**config.mk**
```make
export PLATFORM = sky130hd
export DESIGN_NAME = alu_arbiter_flat
export DESIGN_NICKNAME = d
export VERILOG_FILES = /design/src/rtl/alu_pkg.sv /design/src/rtl/alu_arbiter_if.sv /design/src/rtl/alu_flag_calc.sv /design/src/rtl/alu_arbiter.sv /design/src/flat_wrapper.sv
export SDC_FILE = /design/constraint.sdc
export NUM_CORES = 1
export LEC_CHECK = 0
export BUFFER_PORTS_ARGS = -buffer_cell sky130_fd_sc_hd__buf_2
export CAP_MARGIN = 20
export CORE_MARGIN = 2
export CORE_UTILIZATION = 49
export DETAILED_ROUTE_END_ITERATION = 8
export PLACE_DENSITY_LB_ADDON = 0.05
export SETUP_SLACK_MARGIN = 0.4
export SYNTH_ARGS = -nofsm -noshare
export SYNTH_HDL_FRONTEND = slang
export SYNTH_HIERARCHICAL = 1
export SYNTH_SLANG_ARGS = --single-unit
export TNS_END_PERCENT = 30
```
**constraint.sdc**
```tcl
create_clock -name clk -period 2.9 [get_ports clk]
set_clock_uncertainty 0.2 [all_clocks]
set_input_delay 0.29 -clock clk [delete_from_list [all_inputs] [get_ports clk]]
set_output_delay 0.29 -clock clk [all_outputs]
set_load 0.1 [all_outputs]
```
**src/rtl/alu_pkg.sv**
```systemverilog
// Shared definitions for the ALU arbiter: opcodes, flag bit positions, FSM states.
package alu_pkg;

    localparam logic [2:0] OP_ADD  = 3'b000;
    localparam logic [2:0] OP_SUB  = 3'b001;
    localparam logic [2:0] OP_NAND = 3'b010;
    localparam logic [2:0] OP_XOR  = 3'b011;
    localparam logic [2:0] OP_INC  = 3'b100;
    localparam logic [2:0] OP_SRA  = 3'b101;
    localparam logic [2:0] OP_SRL  = 3'b110;
    localparam logic [2:0] OP_SLL  = 3'b111;

    // Bit positions inside the [Z,V,N] flag vector
    localparam int FLAG_Z = 2;
    localparam int FLAG_V = 1;
    localparam int FLAG_N = 0;

    typedef enum logic [1:0] {
        IDLE = 2'd0,
        EXEC = 2'd1,
        RESP = 2'd2
    } state_t;

endpackage

```
**src/rtl/alu_arbiter_if.sv**
```systemverilog
// Request/response bus between the two requesters, the consumer and the arbiter.
interface alu_arbiter_if #(
    parameter int DATA_W  = 16,
    parameter int SHAMT_W = 4
);
    logic               req0_valid;
    logic               req0_ready;
    logic [2:0]         req0_op;
    logic [DATA_W-1:0]  req0_a;
    logic [DATA_W-1:0]  req0_b;
    logic [SHAMT_W-1:0] req0_shamt;
    logic               req0_setf;

    logic               req1_valid;
    logic               req1_ready;
    logic [2:0]         req1_op;
    logic [DATA_W-1:0]  req1_a;
    logic [DATA_W-1:0]  req1_b;
    logic [SHAMT_W-1:0] req1_shamt;
    logic               req1_setf;

    logic               rsp_valid;
    logic               rsp_id;
    logic [DATA_W-1:0]  rsp_result;
    logic               rsp_ready;

    // Requester / response-consumer side
    modport master (
        output req0_valid, req0_op, req0_a, req0_b, req0_shamt, req0_setf,
        output req1_valid, req1_op, req1_a, req1_b, req1_shamt, req1_setf,
        input  req0_ready, req1_ready,
        input  rsp_valid, rsp_id, rsp_result,
        output rsp_ready
    );

    // Arbiter side
    modport slave (
        input  req0_valid, req0_op, req0_a, req0_b, req0_shamt, req0_setf,
        input  req1_valid, req1_op, req1_a, req1_b, req1_shamt, req1_setf,
        output req0_ready, req1_ready,
        output rsp_valid, rsp_id, rsp_result,
        input  rsp_ready
    );

endinterface

```
**src/rtl/alu_flag_calc.sv**
```systemverilog
// Combinational [Z,V,N] computation from opcode, operands and ALU result.
// flag_we_mask marks which flag bits this opcode is allowed to write.
module alu_flag_calc
    import alu_pkg::*;
#(
    parameter int DATA_W = 16
) (
    input  logic [2:0]        op,
    input  logic [DATA_W-1:0] a,
    input  logic [DATA_W-1:0] b,
    input  logic [DATA_W-1:0] r,
    output logic [2:0]        next_flags,
    output logic [2:0]        flag_we_mask
);

    logic zero;
    logic sa, sb, sr;

    assign zero = (r == '0);
    assign sa   = a[DATA_W-1];
    assign sb   = b[DATA_W-1];
    assign sr   = r[DATA_W-1];

    // Per-opcode flag values; shifts leave every flag untouched
    always_comb begin
        next_flags   = 3'b000;
        flag_we_mask = 3'b111;
        case (op)
            OP_ADD, OP_INC: begin
                next_flags[FLAG_Z] = zero;
                next_flags[FLAG_V] = (sa == sb) && (sr != sa);
                next_flags[FLAG_N] = sr;
            end
            OP_SUB: begin
                next_flags[FLAG_Z] = zero;
                next_flags[FLAG_V] = (sa != sb) && (sr != sa);
                next_flags[FLAG_N] = sr;
            end
            OP_NAND, OP_XOR: begin
                next_flags[FLAG_Z] = zero;
            end
            default: begin
                flag_we_mask = 3'b000;
            end
        endcase
    end

endmodule

```
**src/rtl/alu_arbiter.sv**
```systemverilog
// Round-robin arbiter sharing one combinational ALU between two requesters.
// One op in flight: IDLE (grant) -> EXEC (drive ALU, capture) -> RESP (hold).
module alu_arbiter
    import alu_pkg::*;
#(
    parameter int         DATA_W   = 16,
    parameter int         SHAMT_W  = 4,
    parameter logic [2:0] FLAG_RST = 3'b000
) (
    input  logic               clk,
    input  logic               rst,
    alu_arbiter_if.slave       bus,
    output logic [DATA_W-1:0]  alu_a,
    output logic [DATA_W-1:0]  alu_b,
    output logic [SHAMT_W-1:0] alu_shift,
    output logic [2:0]         alu_ctrl,
    input  logic [DATA_W-1:0]  alu_result,
    output logic [2:0]         flags,
    output logic               busy
);

    state_t              state;
    logic                last_grant;
    logic                op_id;
    logic                op_setf;
    logic                grant0, grant1;
    logic                rsp_valid_q;
    logic                rsp_id_q;
    logic [DATA_W-1:0]   rsp_result_q;
    logic [2:0]          next_flags;
    logic [2:0]          flag_we_mask;

    // Grant only in IDLE; on contention the port that did not win last time goes
    always_comb begin
        grant0 = 1'b0;
        grant1 = 1'b0;
        if (state == IDLE) begin
            if (bus.req0_valid && (!bus.req1_valid || last_grant))
                grant0 = 1'b1;
            else if (bus.req1_valid)
                grant1 = 1'b1;
        end
    end

    assign bus.req0_ready = grant0;
    assign bus.req1_ready = grant1;
    assign bus.rsp_valid  = rsp_valid_q;
    assign bus.rsp_id     = rsp_id_q;
    assign bus.rsp_result = rsp_result_q;
    assign busy           = (state != IDLE);

    // The alu_* registers double as the operation register, so they hold outside EXEC
    alu_flag_calc #(.DATA_W(DATA_W)) u_flag_calc (
        .op           (alu_ctrl),
        .a            (alu_a),
        .b            (alu_b),
        .r            (alu_result),
        .next_flags   (next_flags),
        .flag_we_mask (flag_we_mask)
    );

    // FSM, operation latch, response register and flag register
    always_ff @(posedge clk or posedge rst) begin
        if (rst) begin
            state        <= IDLE;
            last_grant   <= 1'b1;
            op_id        <= 1'b0;
            op_setf      <= 1'b0;
            alu_a        <= '0;
            alu_b        <= '0;
            alu_shift    <= '0;
            alu_ctrl     <= '0;
            rsp_valid_q  <= 1'b0;
            rsp_id_q     <= 1'b0;
            rsp_result_q <= '0;
            flags        <= FLAG_RST;
        end else begin
            case (state)
                IDLE: begin
                    if (grant0 || grant1) begin
                        alu_a      <= grant1 ? bus.req1_a     : bus.req0_a;
                        alu_b      <= grant1 ? bus.req1_b     : bus.req0_b;
                        alu_shift  <= grant1 ? bus.req1_shamt : bus.req0_shamt;
                        alu_ctrl   <= grant1 ? bus.req1_op    : bus.req0_op;
                        op_setf    <= grant1 ? bus.req1_setf  : bus.req0_setf;
                        op_id      <= grant1;
                        last_grant <= grant1;
                        state      <= EXEC;
                    end
                end
                EXEC: begin
                    rsp_result_q <= alu_result;
                    rsp_id_q     <= op_id;
                    rsp_valid_q  <= 1'b1;
                    if (op_setf)
                        flags <= (flags & ~flag_we_mask) | (next_flags & flag_we_mask);
                    state <= RESP;
                end
                RESP: begin
                    if (rsp_valid_q && bus.rsp_ready) begin
                        rsp_valid_q <= 1'b0;
                        state       <= IDLE;
                    end
                end
                default: state <= IDLE;
            endcase
        end
    end

endmodule

```
**src/flat_wrapper.sv**
```systemverilog
// flat-port wrapper written by rule: the top's interface ports become plain ports
module alu_arbiter_flat import alu_pkg::*;
#(
    parameter int         DATA_W   = 16,
    parameter int         SHAMT_W  = 4,
    parameter logic [2:0] FLAG_RST = 3'b000
)
  (clk, rst, alu_a, alu_b, alu_shift, alu_ctrl, alu_result, flags, busy, bus_req0_valid, bus_req0_op, bus_req0_a, bus_req0_b, bus_req0_shamt, bus_req0_setf, bus_req1_valid, bus_req1_op, bus_req1_a, bus_req1_b, bus_req1_shamt, bus_req1_setf, bus_req0_ready, bus_req1_ready, bus_rsp_valid, bus_rsp_id, bus_rsp_result, bus_rsp_ready);
  alu_arbiter_if #(.DATA_W(DATA_W), .SHAMT_W(SHAMT_W)) bus_i ();
  input  logic clk;
  input  logic rst;
  output logic [DATA_W-1:0] alu_a;
  output logic [DATA_W-1:0] alu_b;
  output logic [SHAMT_W-1:0] alu_shift;
  output logic [2:0] alu_ctrl;
  input  logic [DATA_W-1:0] alu_result;
  output logic [2:0] flags;
  output logic busy;
  input wire logic [$bits(bus_i.req0_valid)-1:0] bus_req0_valid;
  input wire logic [$bits(bus_i.req0_op)-1:0] bus_req0_op;
  input wire logic [$bits(bus_i.req0_a)-1:0] bus_req0_a;
  input wire logic [$bits(bus_i.req0_b)-1:0] bus_req0_b;
  input wire logic [$bits(bus_i.req0_shamt)-1:0] bus_req0_shamt;
  input wire logic [$bits(bus_i.req0_setf)-1:0] bus_req0_setf;
  input wire logic [$bits(bus_i.req1_valid)-1:0] bus_req1_valid;
  input wire logic [$bits(bus_i.req1_op)-1:0] bus_req1_op;
  input wire logic [$bits(bus_i.req1_a)-1:0] bus_req1_a;
  input wire logic [$bits(bus_i.req1_b)-1:0] bus_req1_b;
  input wire logic [$bits(bus_i.req1_shamt)-1:0] bus_req1_shamt;
  input wire logic [$bits(bus_i.req1_setf)-1:0] bus_req1_setf;
  output wire logic [$bits(bus_i.req0_ready)-1:0] bus_req0_ready;
  output wire logic [$bits(bus_i.req1_ready)-1:0] bus_req1_ready;
  output wire logic [$bits(bus_i.rsp_valid)-1:0] bus_rsp_valid;
  output wire logic [$bits(bus_i.rsp_id)-1:0] bus_rsp_id;
  output wire logic [$bits(bus_i.rsp_result)-1:0] bus_rsp_result;
  input wire logic [$bits(bus_i.rsp_ready)-1:0] bus_rsp_ready;
  assign bus_i.req0_valid = bus_req0_valid;
  assign bus_i.req0_op = bus_req0_op;
  assign bus_i.req0_a = bus_req0_a;
  assign bus_i.req0_b = bus_req0_b;
  assign bus_i.req0_shamt = bus_req0_shamt;
  assign bus_i.req0_setf = bus_req0_setf;
  assign bus_i.req1_valid = bus_req1_valid;
  assign bus_i.req1_op = bus_req1_op;
  assign bus_i.req1_a = bus_req1_a;
  assign bus_i.req1_b = bus_req1_b;
  assign bus_i.req1_shamt = bus_req1_shamt;
  assign bus_i.req1_setf = bus_req1_setf;
  assign bus_req0_ready = bus_i.req0_ready;
  assign bus_req1_ready = bus_i.req1_ready;
  assign bus_rsp_valid = bus_i.rsp_valid;
  assign bus_rsp_id = bus_i.rsp_id;
  assign bus_rsp_result = bus_i.rsp_result;
  assign bus_i.rsp_ready = bus_rsp_ready;
  alu_arbiter #(.DATA_W(DATA_W), .SHAMT_W(SHAMT_W), .FLAG_RST(FLAG_RST)) u_core (.clk(clk), .rst(rst), .bus(bus_i), .alu_a(alu_a), .alu_b(alu_b), .alu_shift(alu_shift), .alu_ctrl(alu_ctrl), .alu_result(alu_result), .flags(flags), .busy(busy));
endmodule
```
==> results.json, run 1 <==
{
  "status": "finished clean",
  "ys.warnings.count": 6,
  "grt_pass1_vias": 3217,
  "drive_gt1_frac": 0.382,
  "synth_top_area_cell": "dfrtp_1",
  "startpoint_type": "input port",
  "async_flop_share": 1.00,
  "period_share": 0.796,
  "timing.rr.start": "u_core/state[1]$_DFFE_PP0P_",
  "syn_area_um2": 3150,
  "cp_num_buf_inv": 3,
  "drtPass1Iterations": 4,
  "initial_core_util": 0.501,
  "arrival_ns": 1.82,
  "final_area_um2": 4610,
  "max_slew_margin": 0.648,
  "path_cells": "dlygate4sd3_1 -> buf_2 -> nand2_1 -> and2_4 -> buf_12",
  "clock_latency_ns": 0.34,
  "max_freq_ghz": 0.433,
  "clock_path_buffers": 2,
  "root_buffer": "clkbuf_8",
  "gr-usage-met2": 0.454,
  "fin_crit_ns": 2.31,
  "setup_viol": 0,
  "drc": 0,
  "grt_util_all_layers": 0.267,
  "overflow": 0,
  "ant_nets": 0,
  "grt_max_degree": 66,
  "tritoncts": "built",
  "yosysMostFrequentCell": "dfrtp_1",
  "grtUsageMet3": 0.0623,
  "grt_pass1_wl_um": 15000,
  "num_vias": 3160,
  "dp.cells": 533,
  "crit_type": "input port to output pin",
  "rsz0062_at_grt": "false",
  "htree_levels": 3,
  "critical-path-max-stage-delay_ns": 0.54,
  "rrSetupSlack_ns": 0.98,
  "tightest_slew_ns": 0.526,
  "yosys_most_used_dff": "dfrtp_1",
  "ys_ff_latch": 65,
  "num_rows": 29,
  "synth_cell_types": 30,
  "finalNetCount": 607,
  "end_kind": "output pin",
  "drv_cap": 0,
  "dr.first_iter.drc_count": 210,
  "maxSlewViolCount": 0,
  "synth_edf_count": 0,
  "die_area_um2": 7080,
  "cpLargestDelayFamily": "buffers and inverters",
  "worstSetupStartpoint": "bus_req0_valid",
  "cpMaxStageDelayCell": "dlygate4sd3_1",
  "cp_num_cells": 5,
  "io_buffers": 163,
  "syn_avg_cell_area_um2": 9.99,
  "fillCellCount": 503,
  "synth_top_area_share": 0.509,
  "final_cell_count_no_fill": 587,
  "cts_setup_buffers": 0,
  "fp.dieW_um": 84.1,
  "routed_wl_um": 9160,
  "place.gp.congestion": 0.738,
  "r2r_cells": 4,
  "hpwl_um": 5510,
  "path_max_fanout": 41,
  "top_usage_layer": "met2",
  "syn_to_final_growth_pct": 46.5,
  "clk_pin_slew_ns": 0.07,
  "vias_per_cell": 5.38,
  "ios": 164,
  "antenna-diode-count": 0,
  "antenna_found_initial": 0,
  "dieHeight_um": 84.1,
  "synth_area_leaders": "dfrtp_1, o311ai_1, mux2_1",
  "setup_tns_ns": 0,
  "postPlaceCellArea_um2": 4020,
  "finalHoldViolations": 0,
  "required_ns": 2.41,
  "yosysSeqAreaShare": 0.518,
  "coreArea_um2": 6280,
  "netlist_instances": 315,
  "tritoncts.num_buffers": 9,
  "cts_sinks": 65,
  "crit_end": "bus_req1_ready",
  "synthTopCellsByCount": "dfrtp_1, nand3_1, inv_1, o21ai_0, o311ai_1",
  "hold_class": "input port to register",
  "met1_usage": 0.327,
  "syn_nets": 416,
  "avgRoutedWirePerCell_um": 15.6
}
sequential cells by signal, summed over array words and instances (netlist names), named ones only:
| register | cells |
|---|---|
| u_core/bus.rsp_valid | 1 |
| u_core/last_grant | 1 |
| u_core/bus.rsp_result | 16 |
| u_core/alu_ctrl | 3 |
| u_core/alu_b | 16 |
| u_core/op_setf | 1 |
| u_core/bus.rsp_id | 1 |
| u_core/alu_a | 16 |
| u_core/op_id | 1 |
| u_core/state | 2 |
| u_core/alu_shift | 4 |
worst min-delay path by stage:
stage,from,endpoint,slack [ns],depth (start not counted)
final,bus_req1_a[14],u_core/alu_a[14]$_DFFE_PP0P_,0.003,3
after global routing,bus_req1_a[14],u_core/alu_a[14]$_DFFE_PP0P_,0.00006,3
after CTS,bus_req1_a[14],u_core/alu_a[14]$_DFFE_PP0P_,0.0002,3
after detailed placement,rst,u_core/bus.rsp_result[3]$_DFFE_PP0P_,0.19,3
after global placement,rst,u_core/alu_a[0]$_DFFE_PP0P_,0.19,3
after floorplan,bus_req0_valid,u_core/last_grant$_DFFE_PP1P_,0.15,1
timing repair:
item / 4_1_cts / 5_1_grt
resized for setup: 0 / 2
hold endpoints to repair: 102 / 0
hold buffers: 39 / 0
endpoints found under the setup margin: 0 / 1
routing by layer:
layer | part of all wire | vias up
met1 | 0.42 | 1495
met5 | 0 | -
li1 | - | 1515
met2 | 0.49 | 136
met3 | 0.067 | 14
met4 | 0.019 | 0
worst reg2reg max path: cells and delay by family (launching register included):
family / cells / cell delay [ns]
mux: 1 / 0.33
simple gates: 2 / 0.53
buf+inv: 1 / 0.29
flops: 1 / 0.45
final cells by class:
cell class | instances | area, um^2 | area share
Sequential cell | 65 | 1630 | 0.353
Timing Repair Buffer | 208 | 1280 | 0.277
Tap cell | 77 | 96.3 | 0.0209
Inverter | 44 | 168 | 0.0364
Clock inverter | 3 | 40.0 | 0.00869
Multi-Input combinational cell | 178 | 1240 | 0.270
Clock buffer | 12 | 155 | 0.0337
layout by cell type, fill, tap and decap left out:
cell type / n
inv_1: 41
and3_1: 1
nand2_1: 4
o21ai_0: 40
nor3b_4: 1
nor4_2: 1
and2_4: 1
nand3_1: 44
o21ai_4: 1
inv_2: 2
mux2i_1: 2
a31oi_1: 1
dfrtp_1: 64
dlygate4sd3_1: 39
nand2b_1: 3
nor4_4: 1
buf_12: 2
nor2b_1: 1
clkbuf_8: 11
and2b_1: 1
buf_4: 5
a32o_1: 1
mux2_1: 20
nor2_1: 6
buf_2: 162
o21ai_2: 1
clkbuf_1: 1
nor2_2: 2
a21oi_1: 3
o311ai_1: 40
dfstp_2: 1
inv_4: 1
bufinv_16: 1
a21o_1: 1
nor4_1: 2
clkinv_2: 2
stage by stage:
step / util / hold WS [ns] / setup WS (ns)
2_1_floorplan: - / 0.152 / 0.715
3_3_place_gp: 0.640 / 0.188 / 0.865
3_5_place_dp: 0.640 / 0.190 / 0.827
4_1_cts: 0.734 / 0.000223 / 0.448
5_1_grt: 0.734 / 0.0000610 / 0.531
6_report: 0.734 / 0.00297 / 0.591
logic make-up (layout without fill, tap and decap cells):
logic type	Yosys count	after routing	share of synthesized area
muxes	22	22	0.0780
buffers and inverters	72	267	0.0919
AOI/OAI and AO/OA	88	88	0.192
and+or+nand+nor	68	68	0.121
DFF	65	65	0.518
Power of run 1 is not shown: default switching activity piles up to over one toggle a cycle in this logic, so the estimate is an artifact.
==> run 2: changes to the inputs <==
ABC_AREA = 1   (was default)
CORE_UTILIZATION = 47   (was 49)
clock period = 2.26 ns   (was 2.9 ns; I/O delays follow)
==> run 2 against run 1 <==
  * Cell area grew 15%
  * Hold slack improved by 0.014 ns
  * Critical endpoint is now bus_req0_ready
  * First-iteration DRC count decreased by 28%
  * Non-clock buffer count is 33 higher
  * Die area grew 15%
  * Synthesized area grew 11%
  * Synthesized cell count up 59%
  * Critical path type is now register to output pin
  * Flip-flop and latch count is the same
  * Register-to-register slack got worse by 0.46 ns
  * Wire length rose by 11%
  * Via count up 24%
==> results.json, run 2 <==
{
  "status": "finished clean",
  "fp.dieW_um": 90.2,
  "required_ns": 1.83,
  "ys.warnings.count": 6,
  "syn_nets": 602,
  "num_rows": 31,
  "yosysSeqAreaShare": 0.467,
  "mostFrequentLayoutCells": "buf_2, nand2_1, nand3_1",
  "vias_per_cell": 4.72,
  "p_sw_frac": 0.229,
  "p_sw_w": 0.000547,
  "synth_edf_count": 0,
  "max_slew_margin": 0.664,
  "cts_sinks": 65,
  "power_frac_clock": 0.398,
  "antenna-diode-count": 0,
  "dieHeight_um": 90.2,
  "io_buffers": 163,
  "coreArea_um2": 7210,
  "netlist_instances": 501,
  "crit_type": "register to output pin",
  "path_cells": "inv_1 -> nand2_1 -> nand3_4 -> inv_2 -> buf_12",
  "synthTopCellsByCount": "nand2_1, nand3_1, inv_1, dfrtp_1, clkbuf_1",
  "yosysMostFrequentCell": "nand2_1",
  "drtPass1Iterations": 4,
  "synth_top_area_share": 0.459,
  "drive_gt1_frac": 0.289,
  "drv_cap": 0,
  "ir_worst_vdd_mv": 0.278,
  "hpwl_um": 6550,
  "async_flop_share": 1.00,
  "synth_area_leaders": "dfrtp_1, nand3_1, nand2_1",
  "internal-power_w": 0.00184,
  "htree_levels": 3,
  "max_freq_ghz": 0.530,
  "ys_ff_latch": 65,
  "mostFrequentLayoutCell": "buf_2",
  "fillCellCount": 607,
  "overflow": 0,
  "grt_pass1_vias": 3748,
  "syn_area_um2": 3490,
  "grt_pass1_wl_um": 17000,
  "num_vias": 3906,
  "utilization": 0.733,
  "power_frac_comb": 0.114,
  "clock_path_buffers": 2,
  "avgRoutedWirePerCell_um": 12.3,
  "ios": 164,
  "tritoncts.num_buffers": 9,
  "routed_wl_um": 10200,
  "finalHoldViolations": 0,
  "setup_viol": 0,
  "path_max_fanout": 10,
  "drc": 0,
  "p_per_area_nw_per_um2": 451,
  "syn_to_final_growth_pct": 51.5,
  "clock_latency_ns": 0.33,
  "grt_util_all_layers": 0.254,
  "initial_core_util": 0.484,
  "arrival_ns": 1.46,
  "synth_cell_types": 20,
  "fin_crit_ns": 1.89,
  "clk_pin_slew_ns": 0.07,
  "setup_tns_ns": 0,
  "dr.first_iter.drc_count": 152,
  "maxSlewViolCount": 0,
  "yosys_most_used_dff": "dfrtp_1",
  "startpoint_type": "register",
  "grt_max_degree": 48,
  "postPlaceCellArea_um2": 4450,
  "p_seq_frac": 0.488,
  "root_buffer": "clkbuf_8",
  "end_kind": "output pin",
  "tritoncts": "built",
  "hold_class": "input port to register",
  "tightest_slew_ns": 0.507,
  "die_area_um2": 8130,
  "rsz0062_at_grt": "true",
  "cpMaxStageDelayCell": "dfstp_2",
  "critical-path-max-stage-delay_ns": 0.57,
  "final_area_um2": 5290,
  "synth_top_area_cell": "dfrtp_1",
  "finalNetCount": 825,
  "place.gp.congestion": 0.801,
  "ant_nets": 0,
  "period_share": 0.835,
  "syn_avg_cell_area_um2": 6.96,
  "antenna_found_initial": 0,
  "p_leak_nw": 3.20
}
[run 2: cell type report]
type                            count  area, um^2  area share
Sequential cell                    65        1630       0.308
Timing Repair Buffer              241        1590       0.301
Multi-Input combinational cell    309        1380       0.261
Inverter                           98         372      0.0703
Clock buffer                       14         183      0.0346
Tap cell                           99         124      0.0234
Clock inverter                      2        10.0     0.00189
[run 2: worst max-delay path, delay by kind of cell (launching register included)]
kind	cells	cell delay [ns]
buffers and inverters	3	0.34
DFF	1	0.57
and+or+nand+nor	2	0.23
[run 2: worst paths after layout]
kind	startpoint	endpoint	slack, ns	cells past startpoint
worst max register to register	u_core/state[1]$_DFFE_PP0P_	u_core/alu_a[13]$_DFFE_PP0P_	0.52	7
max in group asynchronous	rst	u_core/last_grant$_DFFE_PP1P_	0.98	4
worst min register to register	u_core/bus.rsp_result[5]$_DFFE_PP0P_	u_core/bus.rsp_result[5]$_DFFE_PP0P_	0.27	2
min in group asynchronous	rst	u_core/alu_shift[3]$_DFFE_PP0P_	0.25	3
worst min-delay path	bus_req0_setf	u_core/op_setf$_DFFE_PP0P_	0.02	5
worst max-delay path	u_core/last_grant$_DFFE_PP1P_	bus_req0_ready	0.37	5
[run 2: per-layer routing]
layer	share of wire	GRT usage	up-vias	routed length (um)
met5	0	0	-	0
met3	0.064	0.0553	14	652
met2	0.49	0.433	136	5040
met1	0.43	0.326	1783	4380
li1	-	-	1973	-
met4	0.013	0.0731	0	129
[run 2: cell families after synthesis]
kind of cell / share of synthesized area
AOI/OAI and AO/OA: 0.0151
xor gates and xnor gates: 0.00251
buffers and inverters: 0.143
DFF: 0.467
and+or+nand+nor: 0.372
[run 2: per-stage QoR]
stage	cells	worst slack, ns	total power, W	hold WS, ns
after global placement	748	0.426	0.00138	0.0588
after floorplan	501	0.270	0.00126	0.143
after detailed placement	748	0.324	0.00138	0.0602
after CTS	828	0.353	0.00240	0.00276
final	828	0.372	0.00238	0.0168
after global routing	828	0.283	0.00249	0.0234
[run 2: power by group through the flow]
stage | clock network (W) | logic, W | registers [W]
2_1_floorplan | 0 | 0.0000780 | 0.00119
3_3_place_gp | 0 | 0.000191 | 0.00119
3_5_place_dp | 0 | 0.000191 | 0.00119
4_1_cts | 0.000968 | 0.000269 | 0.00116
5_1_grt | 0.00103 | 0.000303 | 0.00116
6_report | 0.000949 | 0.000271 | 0.00116
[run 2: repair_timing]
| action | CTS | global route |
|---|---|---|
| hold buffers | 58 | 0 |
| buffers inserted | 6 | 0 |
| gates resized for setup | 4 | 1 |
| hold endpoints to repair | 73 | 0 |
| endpoints found under the setup margin | 28 | 29 |
| pin swaps | 1 | 0 |
Power figures use the tool's default switching activity.
==> run 3: changes to the inputs <==
clock period = 1.8 ns   (was 2.26 ns; I/O delays follow)
==> run 3 against run 2 <==
  * Clock power grew 53%
  * Cell count rose by 7.0%
  * Die area unchanged
  * Flip-flop and latch count stayed put
  * Sequential share of layout area fell by 5.6 points
  * Clock-buffer cell count shrank 4
  * Setup slack worse by 0.35 ns
  * Core utilization grew 16 points
  * Via count increased by 19%
  * Wire length is 46% higher
  * Combinational power is 62% higher
  * Highest routed layer unchanged
==> results.json, run 3 (same netlist as run 2, synthesis figures left out) <==
{
  "status": "finished clean",
  "overflow": 0,
  "mostFrequentLayoutCell": "nand2_1",
  "grt_max_degree": 66,
  "cts_sinks": 65,
  "path_max_fanout": 7,
  "cpMaxStageDelayCell": "dfrtp_1",
  "clock_latency_ns": 0.35,
  "ir_worst_vdd_mv": 0.322,
  "num_rows": 31,
  "drive_gt1_frac": 0.310,
  "fillCellCount": 332,
  "p_sw_w": 0.000813,
  "finalNetCount": 882,
  "syn_to_final_growth_pct": 85.6,
  "io_buffers": 163,
  "startpoint_type": "register",
  "grt_util_all_layers": 0.326,
  "p_seq_frac": 0.436,
  "end_kind": "register",
  "hpwl_um": 6710,
  "p_per_area_nw_per_um2": 517,
  "place.gp.congestion": 0.777,
  "grt_pass1_wl_um": 21200,
  "crit_end": "u_core/alu_a[1]$_DFFE_PP0P_",
  "tritoncts.num_buffers": 9,
  "r2r_end": "u_core/alu_a[1]$_DFFE_PP0P_",
  "rsz0062_at_grt": "true",
  "mostFrequentLayoutCells": "nand2_1, nand3_1, buf_2",
  "drv_cap": 0,
  "routed_wl_um": 14900,
  "timing.rr.start": "u_core/state[0]$_DFFE_PP0P_",
  "power_frac_comb": 0.131,
  "crit_type": "register to register",
  "critical-path-max-stage-delay_ns": 0.42,
  "drtPass1Iterations": 8,
  "dr.first_iter.drc_count": 398,
  "postPlaceCellArea_um2": 4510,
  "antenna_found_initial": 1,
  "arrival_ns": 1.87,
  "r2r_cells": 8,
  "num_vias": 4658,
  "path_cells": "nor2_4 -> buf_6 -> buf_4 -> nand2_2 -> nand2_8 -> bufbuf_16 -> nand3_1 -> nand2_1",
  "tightest_slew_ns": 0.348,
  "finalHoldViolations": 0,
  "hold_class": "input port to register",
  "worstSetupStartpoint": "u_core/state[0]$_DFFE_PP0P_",
  "fin_crit_ns": 1.78,
  "clock_path_buffers": 2,
  "initial_core_util": 0.484,
  "rrSetupSlack_ns": 0.02,
  "multi_input_area_um2": 1440,
  "drc": 0,
  "ios": 164,
  "die_area_um2": 8130,
  "fp.dieW_um": 90.2,
  "internal-power_w": 0.00253,
  "vias_per_cell": 5.26,
  "avgRoutedWirePerCell_um": 16.8,
  "power_frac_clock": 0.433,
  "dieHeight_um": 90.2,
  "grt_pass1_vias": 4497,
  "ant_nets": 0,
  "p_leak_nw": 3.62,
  "root_buffer": "clkbuf_8",
  "fin_ws_ns": 0.0227,
  "p_sw_frac": 0.243,
  "setup_viol": 0,
  "htree_levels": 3,
  "maxSlewViolCount": 0,
  "tritoncts": "built",
  "max_slew_margin": 0.768,
  "coreArea_um2": 7210,
  "required_ns": 1.89,
  "max_freq_ghz": 0.563,
  "regArea_um2": 1630,
  "period_share": 0.987,
  "place_ws_ns": 0.192,
  "clk_pin_slew_ns": 0.09,
  "final_area_um2": 6470
}
==> run 3: changes by cell type in the layout (fill, tap and decap cells not counted), sizes merged <==
cell	previous run	this run
diode	0	1
clkinv	2	1
clkbuf	14	11
bufbuf	0	1
buf	183	199
dlygate4sd3	58	97
clkinvlp	1	4
bufinv	0	2
==> run 3: how the worst min path moves through the flow <==
stage                   start  cells after the start  slack, ns                               endpoint
2_1_floorplan  alu_result[10]                      2        0.1  u_core/bus.rsp_result[10]$_DFFE_PP0P_
3_3_place_gp              rst                      3       0.10           u_core/alu_b[13]$_DFFE_PP0P_
3_5_place_dp              rst                      3       0.11           u_core/alu_b[12]$_DFFE_PP0P_
4_1_cts        bus_req1_op[0]                      5      0.008         u_core/alu_ctrl[0]$_DFFE_PP0P_
5_1_grt         alu_result[4]                      8       0.08                               register
6_report       bus_req1_op[0]                      5       0.04         u_core/alu_ctrl[0]$_DFFE_PP0P_
==> run 3: timing repair <==
item,4_1_cts,5_1_grt
endpoints found under the setup margin,124,127
gates resized for setup,46,186
pin swaps,1,7
cloned,4,1
endpoints found under the hold margin,122,0
hold buffers,97,0
buffers inserted,8,7
==> run 3: routing by layer <==
| metal | track usage | up-vias | share of wire |
|---|---|---|---|
| met3 | 0.0721 | 84 | 0.081 |
| li1 | - | 2088 | - |
| met2 | 0.566 | 302 | 0.52 |
| met5 | 0 | - | 0 |
| met4 | 0.153 | 0 | 0.046 |
| met1 | 0.384 | 2184 | 0.36 |
==> run 3: worst max-delay path: cells and delay by family, from the launching register on <==
family / cells / cell delay (ns)
flops: 1 / 0.42
buf+inv: 3 / 0.50
simple gates: 5 / 0.59
==> run 3: area by class of cell <==
type	instances	area share
Antenna cell	1	0.000386
Clock buffer	10	0.0213
Clock inverter	6	0.0141
Inverter	98	0.0582
Multi-Input combinational cell	309	0.223
Sequential cell	65	0.252
Tap cell	99	0.0191
Timing Repair Buffer	298	0.412
==> run 3: stage by stage <==
stage	TNS (ns)	power, W	util	cells	hold WS [ns]
2_1_floorplan	-0.217	0.00159	-	501	0.0967
3_3_place_gp	0	0.00173	0.625	752	0.104
3_5_place_dp	0	0.00173	0.625	752	0.109
4_1_cts	0	0.00329	0.827	877	0.00750
5_1_grt	-0.131	0.00346	0.898	886	0.0779
6_report	0	0.00335	0.898	886	0.0388
==> run 3: power by group through the flow <==
stage               clock network [W]  registers, W   logic, W
finish                        0.00145       0.00146   0.000438
global route                  0.00153       0.00146   0.000473
CTS                           0.00144       0.00146   0.000400
detailed placement                  0       0.00149   0.000240
global placement                    0       0.00149   0.000238
floorplan                           0       0.00149  0.0000980
